## src/rtl/decode_dispatch_arbiter.sv

```systemverilog
// Merges up to four format-decoder outputs into one in-order decode stream.
// Each decoder owns a one-entry slot; the oldest held instruction wins the registered output stage.
module decode_dispatch_arbiter #(
    parameter int numRequesters           = 4,
    parameter int grantIdxWidth           = 2,
    parameter int instructionCounterWidth = 64,
    parameter int payloadWidth            = 128
) (
    input  logic                                               clock_i,
    input  logic                                               reset_i,
    input  logic [numRequesters-1:0]                           req_enable_i,
    input  logic [numRequesters*instructionCounterWidth-1:0]   req_majId_i,
    input  logic [numRequesters*payloadWidth-1:0]              req_payload_i,
    output logic [numRequesters-1:0]                           req_stall_o,
    input  logic                                               stall_i,
    output logic                                               enable_o,
    output logic [instructionCounterWidth-1:0]                 majId_o,
    output logic [payloadWidth-1:0]                            payload_o,
    output logic [grantIdxWidth-1:0]                           grantIdx_o,
    output logic                                               overrun_o
);

    localparam int N  = numRequesters;
    localparam int IW = instructionCounterWidth;
    localparam int PW = payloadWidth;

    // Slot state
    logic [N-1:0]             r_slot_valid;
    logic [IW-1:0]            r_slot_maj_id  [N];
    logic [PW-1:0]            r_slot_payload [N];

    // Output stage
    logic                     r_out_valid;
    logic [IW-1:0]            r_maj_id;
    logic [PW-1:0]            r_payload;
    logic [grantIdxWidth-1:0] r_grant_idx;
    logic                     r_overrun;

    // Unpacked request fields and arbitration results
    logic [IW-1:0]            w_in_maj_id  [N];
    logic [PW-1:0]            w_in_payload [N];
    logic                     w_any_valid;
    logic [grantIdxWidth-1:0] w_win_idx;
    logic [IW-1:0]            w_win_maj_id;
    logic                     w_out_free;
    logic                     w_grant;
    logic [N-1:0]             w_granting;
    logic [N-1:0]             w_stall;
    logic [N-1:0]             w_capture;
    logic                     w_overrun_hit;

    // Requester 0 sits in the most-significant field of the packed buses.
    always_comb begin
        for (int n = 0; n < N; n++) begin
            w_in_maj_id[n]  = req_majId_i[(N-1-n)*IW +: IW];
            w_in_payload[n] = req_payload_i[(N-1-n)*PW +: PW];
        end
    end

    // Oldest-first selection; strict '<' while scanning upward keeps ties on the lowest index.
    always_comb begin
        // NOTE: every combinational output gets a default first so no path leaves it unassigned (no latch).
        w_any_valid  = 1'b0;
        w_win_idx    = '0;
        w_win_maj_id = '0;
        // NOTE: blocking assignments here are intentional: later iterations must see the running minimum.
        for (int n = 0; n < N; n++) begin
            if (r_slot_valid[n] && (!w_any_valid || (r_slot_maj_id[n] < w_win_maj_id))) begin
                w_any_valid  = 1'b1;
                w_win_idx    = grantIdxWidth'(n);
                w_win_maj_id = r_slot_maj_id[n];
            end
        end
    end

    assign w_out_free = !r_out_valid || !stall_i;
    assign w_grant    = w_out_free && w_any_valid;

    always_comb begin
        w_granting = '0;
        if (w_grant) begin
            w_granting[w_win_idx] = 1'b1;
        end
    end

    // A slot being drained this edge may accept a new entry on the same edge.
    assign w_stall       = r_slot_valid & ~w_granting;
    assign w_capture     = req_enable_i & ~w_stall;
    assign w_overrun_hit = |(req_enable_i & w_stall);

    always_ff @(posedge clock_i or posedge reset_i) begin
        if (reset_i) begin
            r_slot_valid <= '0;
            r_out_valid  <= 1'b0;
            r_maj_id     <= '0;
            r_payload    <= '0;
            r_grant_idx  <= '0;
            r_overrun    <= 1'b0;
        end else begin
            // Refill takes priority over the grant-clear of the same slot.
            r_slot_valid <= (r_slot_valid & ~w_granting) | w_capture;
            if (w_out_free) begin
                r_out_valid <= w_grant;
                if (w_grant) begin
                    r_maj_id    <= w_win_maj_id;
                    r_payload   <= r_slot_payload[w_win_idx];
                    r_grant_idx <= w_win_idx;
                end
            end
            if (w_overrun_hit) begin
                r_overrun <= 1'b1;
            end
        end
    end

    // NOTE: slot storage is qualified by r_slot_valid, so it is deliberately left out of reset.
    always_ff @(posedge clock_i) begin
        for (int n = 0; n < N; n++) begin
            if (w_capture[n]) begin
                r_slot_maj_id[n]  <= w_in_maj_id[n];
                r_slot_payload[n] <= w_in_payload[n];
            end
        end
    end

    assign req_stall_o = w_stall;
    assign enable_o    = r_out_valid;
    assign majId_o     = r_maj_id;
    assign payload_o   = r_payload;
    assign grantIdx_o  = r_grant_idx;
    assign overrun_o   = r_overrun;

endmodule

```

## config.mk

```make
export PLATFORM = sky130hd
export DESIGN_NAME = decode_dispatch_arbiter
export DESIGN_NICKNAME = d
export VERILOG_FILES = /design/src/rtl/decode_dispatch_arbiter.sv
export SDC_FILE = /design/constraint.sdc
export NUM_CORES = 2
export LEC_CHECK = 0
export ABC_CLOCK_PERIOD_IN_PS = 43000
export CELL_PAD_IN_SITES_DETAIL_PLACEMENT = 0
export CELL_PAD_IN_SITES_GLOBAL_PLACEMENT = 1
export CORE_AREA = 8 8 368 370
export DETAILED_ROUTE_END_ITERATION = 7
export DIE_AREA = 0 0 376 378
export GPL_ROUTABILITY_DRIVEN = 0
export HOLD_SLACK_MARGIN = 0.02
export PLACE_DENSITY_LB_ADDON = 0.1
export REMOVE_ABC_BUFFERS = 1
export SYNTH_ARGS = -nofsm -noshare
export SYNTH_HDL_FRONTEND = slang
export SYNTH_SLANG_ARGS = --single-unit
```

## constraint.sdc

```tcl
create_clock -name clock_i -period 43 [get_ports clock_i]
set_input_delay 6.45 -clock clock_i [delete_from_list [all_inputs] [get_ports clock_i]]
set_output_delay 6.45 -clock clock_i [all_outputs]
set_load 0.05 [all_outputs]
```

# Word level (Yosys, flattened, before mapping)

Memories as Yosys holds them, arrays and structs flattened. A register that Yosys moved wholly into a read port is not among the register bits.
Cells that the tools add are included.

Bits in registers: 72
Latch bits: 0
Memory bits (writable): 768
Memory bits (read-only): 0
Input bits: 775
Output and inout bits: 200
Memories kept: 2

Memory list:

| name           | depth | width | read ports | clocked after Yosys merged registers in | wr ports | line | text |
|---|---|---|---|---|---|---|---|
| r_slot_payload | 4     | 128   | 1          | 1                                       | 4        | 30   | `logic [PW-1:0] r_slot_payload [N];` |
| r_slot_maj_id  | 4     | 64    | 4          | 0                                       | 4        | 29   | `logic [IW-1:0] r_slot_maj_id [N];` |

Add/subtract/negate cells: 0
Multipliers: 0
Div/mod/pow operators: 0
Magnitude comparators: 5
Equal/unequal tests: 0
Shifts and indexed selects: 0
Multiplexer cells: 22
Bitwise operators: 6
Reduce and logical (&&, ||, !) cells: 16

Operators with widths:

| kind               | count |
|---|---|
| $mux 64            | 4 |
| $lt 64x64->1       | 3 |
| $mux 1             | 14 |
| $and 4x4->4        | 3 |
| $not 4->4          | 2 |
| $logic_and 1x1->1  | 5 |
| $logic_not 1->1    | 5 |
| $logic_or 1x1->1   | 4 |
| $mux 2             | 2 |
| $mux 4             | 1 |
| $or 4x4->4         | 1 |
| $reduce_or 4->1    | 1 |
| $lt 2x3->1 const B | 1 |
| $demux 1 s2        | 1 |
| $ge 2x1->1 const B | 1 |
| $reduce_and 2->1   | 1 |

# Depth between registers and ports, before layout

An unclocked memory read counts as a cell.

Depth in word-level cells: 25
Depth in mapped cells: 42
Depth with buffers taken out: 33

# Worst setup path before layout

Ideal clock, no wire load.

Kind: reg-to-reg
From: register r_slot_valid[0]
To: memory r_slot_maj_id[2][0] (netlist bit), enable pin
Arrival: 21.574 ns
Required time: 41.960 ns
Slack: 20.386 ns
Stages on the path, launching flop included: 38
Path buffers: 7
Clock period less this slack: 22.614 ns
Path through: dfrtp_1 -> clkbuf_1 -> buf_1 -> nand2_1 -> ha_1 -> a21o_1 -> nand3_1 -> a21oi_1 -> o31a_1 -> or4_1 -> o21ai_1 -> clkbuf_1 -> clkbuf_1 -> nand3_1 -> o21ai_0 -> inv_1 -> ha_1 -> and4_1 -> [2 not listed] -> nand2_1 -> a21oi_1 -> o21ai_0 -> a311o_1 -> nand2_1 -> buf_2 -> buf_2 -> mux2i_1 -> ha_1 -> nand4_1 -> nor3b_1 -> nand2_1 -> or4_1 -> o21ai_0 -> o311ai_4 -> a211o_1 -> buf_2 -> a21boi_0

RTL lines:

| what                   | line | text |
|---|---|---|
| from (decl)            | 28   | `logic [N-1:0] r_slot_valid;` |
| from (signal assigned) | 101  | `r_slot_valid <= (r_slot_valid & ~w_granting) \| w_capture;` |
| to (decl)              | 29   |  |

# Final worst setup path

From: register r_slot_valid[0]
To: output port req_stall_o[0]

Longest elaborated chain between the ends: 20
Elaborated cells between the ends (all ways): 31
Those cells by class: order compare (5); mux (13); bitwise (2); reduce/logical (11)

Ends and longest elaborated chain:

| what                                                                  | line | text |
|---|---|---|
| $mux 64 / $mux 1 (equally long branches)                              | 68   | `if (r_slot_valid[n] && (!w_any_valid \|\| (r_slot_maj_id[n] < w_win_maj_id))) begin` |
| $lt 64x64->1 / $logic_not 1->1 (equally long branches)                | 68   |  |
| $logic_or 1x1->1                                                      | 68   |  |
| $logic_and 1x1->1                                                     | 68   |  |
| $mux 64 / $mux 1 (equally long branches)                              | 68   |  |
| $lt 64x64->1 / $logic_not 1->1 (equally long branches)                | 68   |  |
| $logic_or 1x1->1                                                      | 68   |  |
| $logic_and 1x1->1                                                     | 68   |  |
| [4 not listed]                                                        | n/a  |  |
| $mux 2                                                                | 68   |  |
| $lt 2x3->1 (implied by the code) / $ge 2x1->1 (equally long branches) | 82   | `w_granting[w_win_idx] = 1'b1;` |
| $logic_and 1x1->1 (implied by the code)                               | 82   |  |
| $mux 1 (implied by the code)                                          | 82   |  |
| $demux 1 s2                                                           | 82   |  |
| $mux 4                                                                | 81   | `if (w_grant) begin` |
| $not 4->4                                                             | 87   | `assign w_stall = r_slot_valid & ~w_granting;` |
| $and 4x4->4 *                                                         | 87   |  |
| to (decl)                                                             | 14   | `output logic [numRequesters-1:0] req_stall_o,` |

Every way passes the cells marked *; elsewhere a longest branch is shown, timed or not.

==> flow_summary.yaml <==
status:
  status: "finished, final reports clean"
routing:
  route.detailed.drc: 0
  drt_iter0_markers: 2008
  via_count: 30100
  wire_per_inst_um: 28.1
  first_pass_iters: 5
  viasPerCell: 5.04
  routed_wl_um: 168000
  antenna_left: 0
finish:
  finalCoreUtilization: 0.442
  final_cells: 5963
  syn2layout_area_growth_pct: 36.6
  mostFrequentLayoutCells: "clkdlybuf4s50_1, edfxtp_1, nor2_1"
  fin_nets: 5022
  layout-drive-gt1-share: 0.0558
  final_common_cell: "clkdlybuf4s50_1"
yosys:
  synth_cell_types: 58
  netlist_area_um2: 42100
  synth-edff-count: 768
  syn_inst: 3141
  seq_area_frac_synth: 0.666
  synth_top_family_by_area: "compound AO/OA/AOI/OAI gates"
  ys.warnings.count: 0
  muxShareOfSynthArea: 0.0534
  synthXorXnorAreaFrac: 0
  avgSynthCellArea_um2: 13.4
  async_flop_share: 0.207
  synth_area_leaders: "edfxtp_1, dfrtp_1, ha_1"
  synth-seq-cells: 968
  yosysTopAreaCell: "edfxtp_1"
  synth_compound_area_frac: 0.105
  synth.top_cell.area_share: 0.547
  ys.flop_type: "edfxtp_1"
  synth_fa_ha_area_frac: 0.0561
  synthSimpleGateAreaFrac: 0.0874
power:
  p_comb_frac: 0.557
  switchingPower_mw: 2.68
  total_power_mw: 5.85
  vdd_drop_max_v: 0.000244
  p_leak_nw: 21.6
  intPower_mw: 3.17
  power_density_nw_per_um2: 102
  p_clk_frac: 0.169
  seqPwrFrac: 0.273
  switching_share: 0.457
critical_path:
  endpoint_kind: "output port"
  cpMaxStageDelayCell: "clkdlybuf4s50_1"
  crit_fanout: 162
  start_kind: "flip-flop"
  cpPeakStageDelay_ps: 860
  arrival_ps: 13150
  cp.required_ps: 36550
  criticalPathCategory: "reg -> out"
hold_path:
  hold_class: "reg -> reg"
timing:
  finalSetupTns_ps: 0
  timing.hold.ws_ps: 507
  fin_skew_ps: 52.5
  report.final.slew_viol_count: 0
  hold_viol: 0
  rsz0062_at_grt: "no"
  worst_pin_slew_ps: 1080
  period_share: 0.456
  clock.fmax_mhz: 51.0
  relSlewSlack: 0.281
  fin_crit_ps: 19600
  finalSetupViolCount: 0
placement:
  place_inst: 5698
  io_buffers: 974
  dp_hpwl_um: 121000
global_routing:
  grt_max_degree: 177
  antenna_found_initial: 92
  grt_pass1_vias: 30800
  grt_overflow: 0
  grt_usage: 0.228
  grt_pass1_wl_um: 233000
cts:
  htreeDepth: 3
  clock_path_buffers: 3
  clk_root_buffer_cell: "clkbuf_16"
  hold_buffers: 0
  insertion_delay_ps: 750
  tritoncts: "done"
  path_clk_slew_ps: 60
  cts_post_setup_buffers_inserted: 0
  cts_sinks: 968
  cts_resized: 0
  cts_inserted_buffers: 113
floorplan:
  std_cell_rows: 133
  die_y_um: 378
  start_util: 0.324
  fp.coreArea_um2: 130000
  die_area_um2: 142000
  die_w_um: 376
  ios: 975
run:
  maxCapViolCount: 0
-- cell type report --
cell class / count / area [um2]
repair buffers: 1017 / 10100
clock buffers: 162 / 3160
clock inverters: 54 / 678
well taps: 1755 / 2200
fillers: 12000 / 72600
diodes: 49 / 123
multi-input cells: 1848 / 12800
inverters: 110 / 420
flip-flops and latches: 968 / 28100
-- through the flow --
step,area (um2),worst slack [ps]
final,57600,23400
after CTS,57400,22980
after floorplan,41200,9350
after detailed placement,53600,23790
after global placement,53600,24030
after global routing,57500,22490
-- sequential cells by signal, indices dropped and copies added, names as in the netlist --
name,flops
r_slot_payload,512
grantIdx_o,2
overrun_o,1
enable_o,1
r_slot_maj_id,256
payload_o,128
r_slot_valid,4
majId_o,64
-- path summary, 6_finish.rpt --
| check | from | endpoint | slack, ps | cells after the start |
|---|---|---|---|---|
| min | payload_o[25] | payload_o[25] | 510 | 2 |
| max in group asynchronous | reset_i | r_slot_valid[1] | 34740 | 4 |
| max | r_slot_valid[0] | req_stall_o[0] | 23400 | 37 |
| min in group asynchronous | reset_i | payload_o[71] | 6210 | 2 |
| min reg2reg | payload_o[25] | payload_o[25] | 510 | 2 |
| max reg2reg | r_slot_valid[0] | r_slot_payload[1][52] | 28910 | 38 |
-- power by group through the flow --
stage	logic [mW]	clock network [mW]	registers (mW)
3_5_place_dp	3.32	0	1.61
4_1_cts	3.33	1.01	1.60
3_3_place_gp	3.32	0	1.61
6_report	3.26	0.990	1.60
2_1_floorplan	2.18	0	2.00
5_1_grt	3.58	1.05	1.63
-- layer usage --
metal  wire (um)  share of wire  up-vias  GRT usage
met5         292         0.0017        -          0
met4        3920          0.023       44     0.0586
met3       14200          0.085      236     0.0811
met2       84000           0.50     1005      0.398
met1       65400           0.39    14800      0.266
li1            -              -    13900          -
-- worst max-delay path, delay by kind of cell (launching register included) --
family                     cells  cell delay [ps]
AOI/OAI and AO/OA             15             3750
adders and majority gates      3              950
buffers and inverters          6             3130
DFF                            1              400
muxes                          1              340
and+or+nand+nor               12             3590
-- Yosys cell counts, types with 88 or more instances --
cell type	instances
clkbuf_1	148
nand3_1	233
edfxtp_1	768
inv_1	110
nand2_1	98
a31oi_1	164
mux2i_1	225
o21ai_0	97
dfrtp_1	200
a21oi_1	88
a21o_1	96
a221o_1	96
nor2_1	289
ha_1	189
-- cell families after synthesis --
group,count (synthesis)
fa+ha+maj,189
simple gates,796
buf+inv,325
mux,225
compound gates,638
flops,968
(Power assumes the default switching activity.)
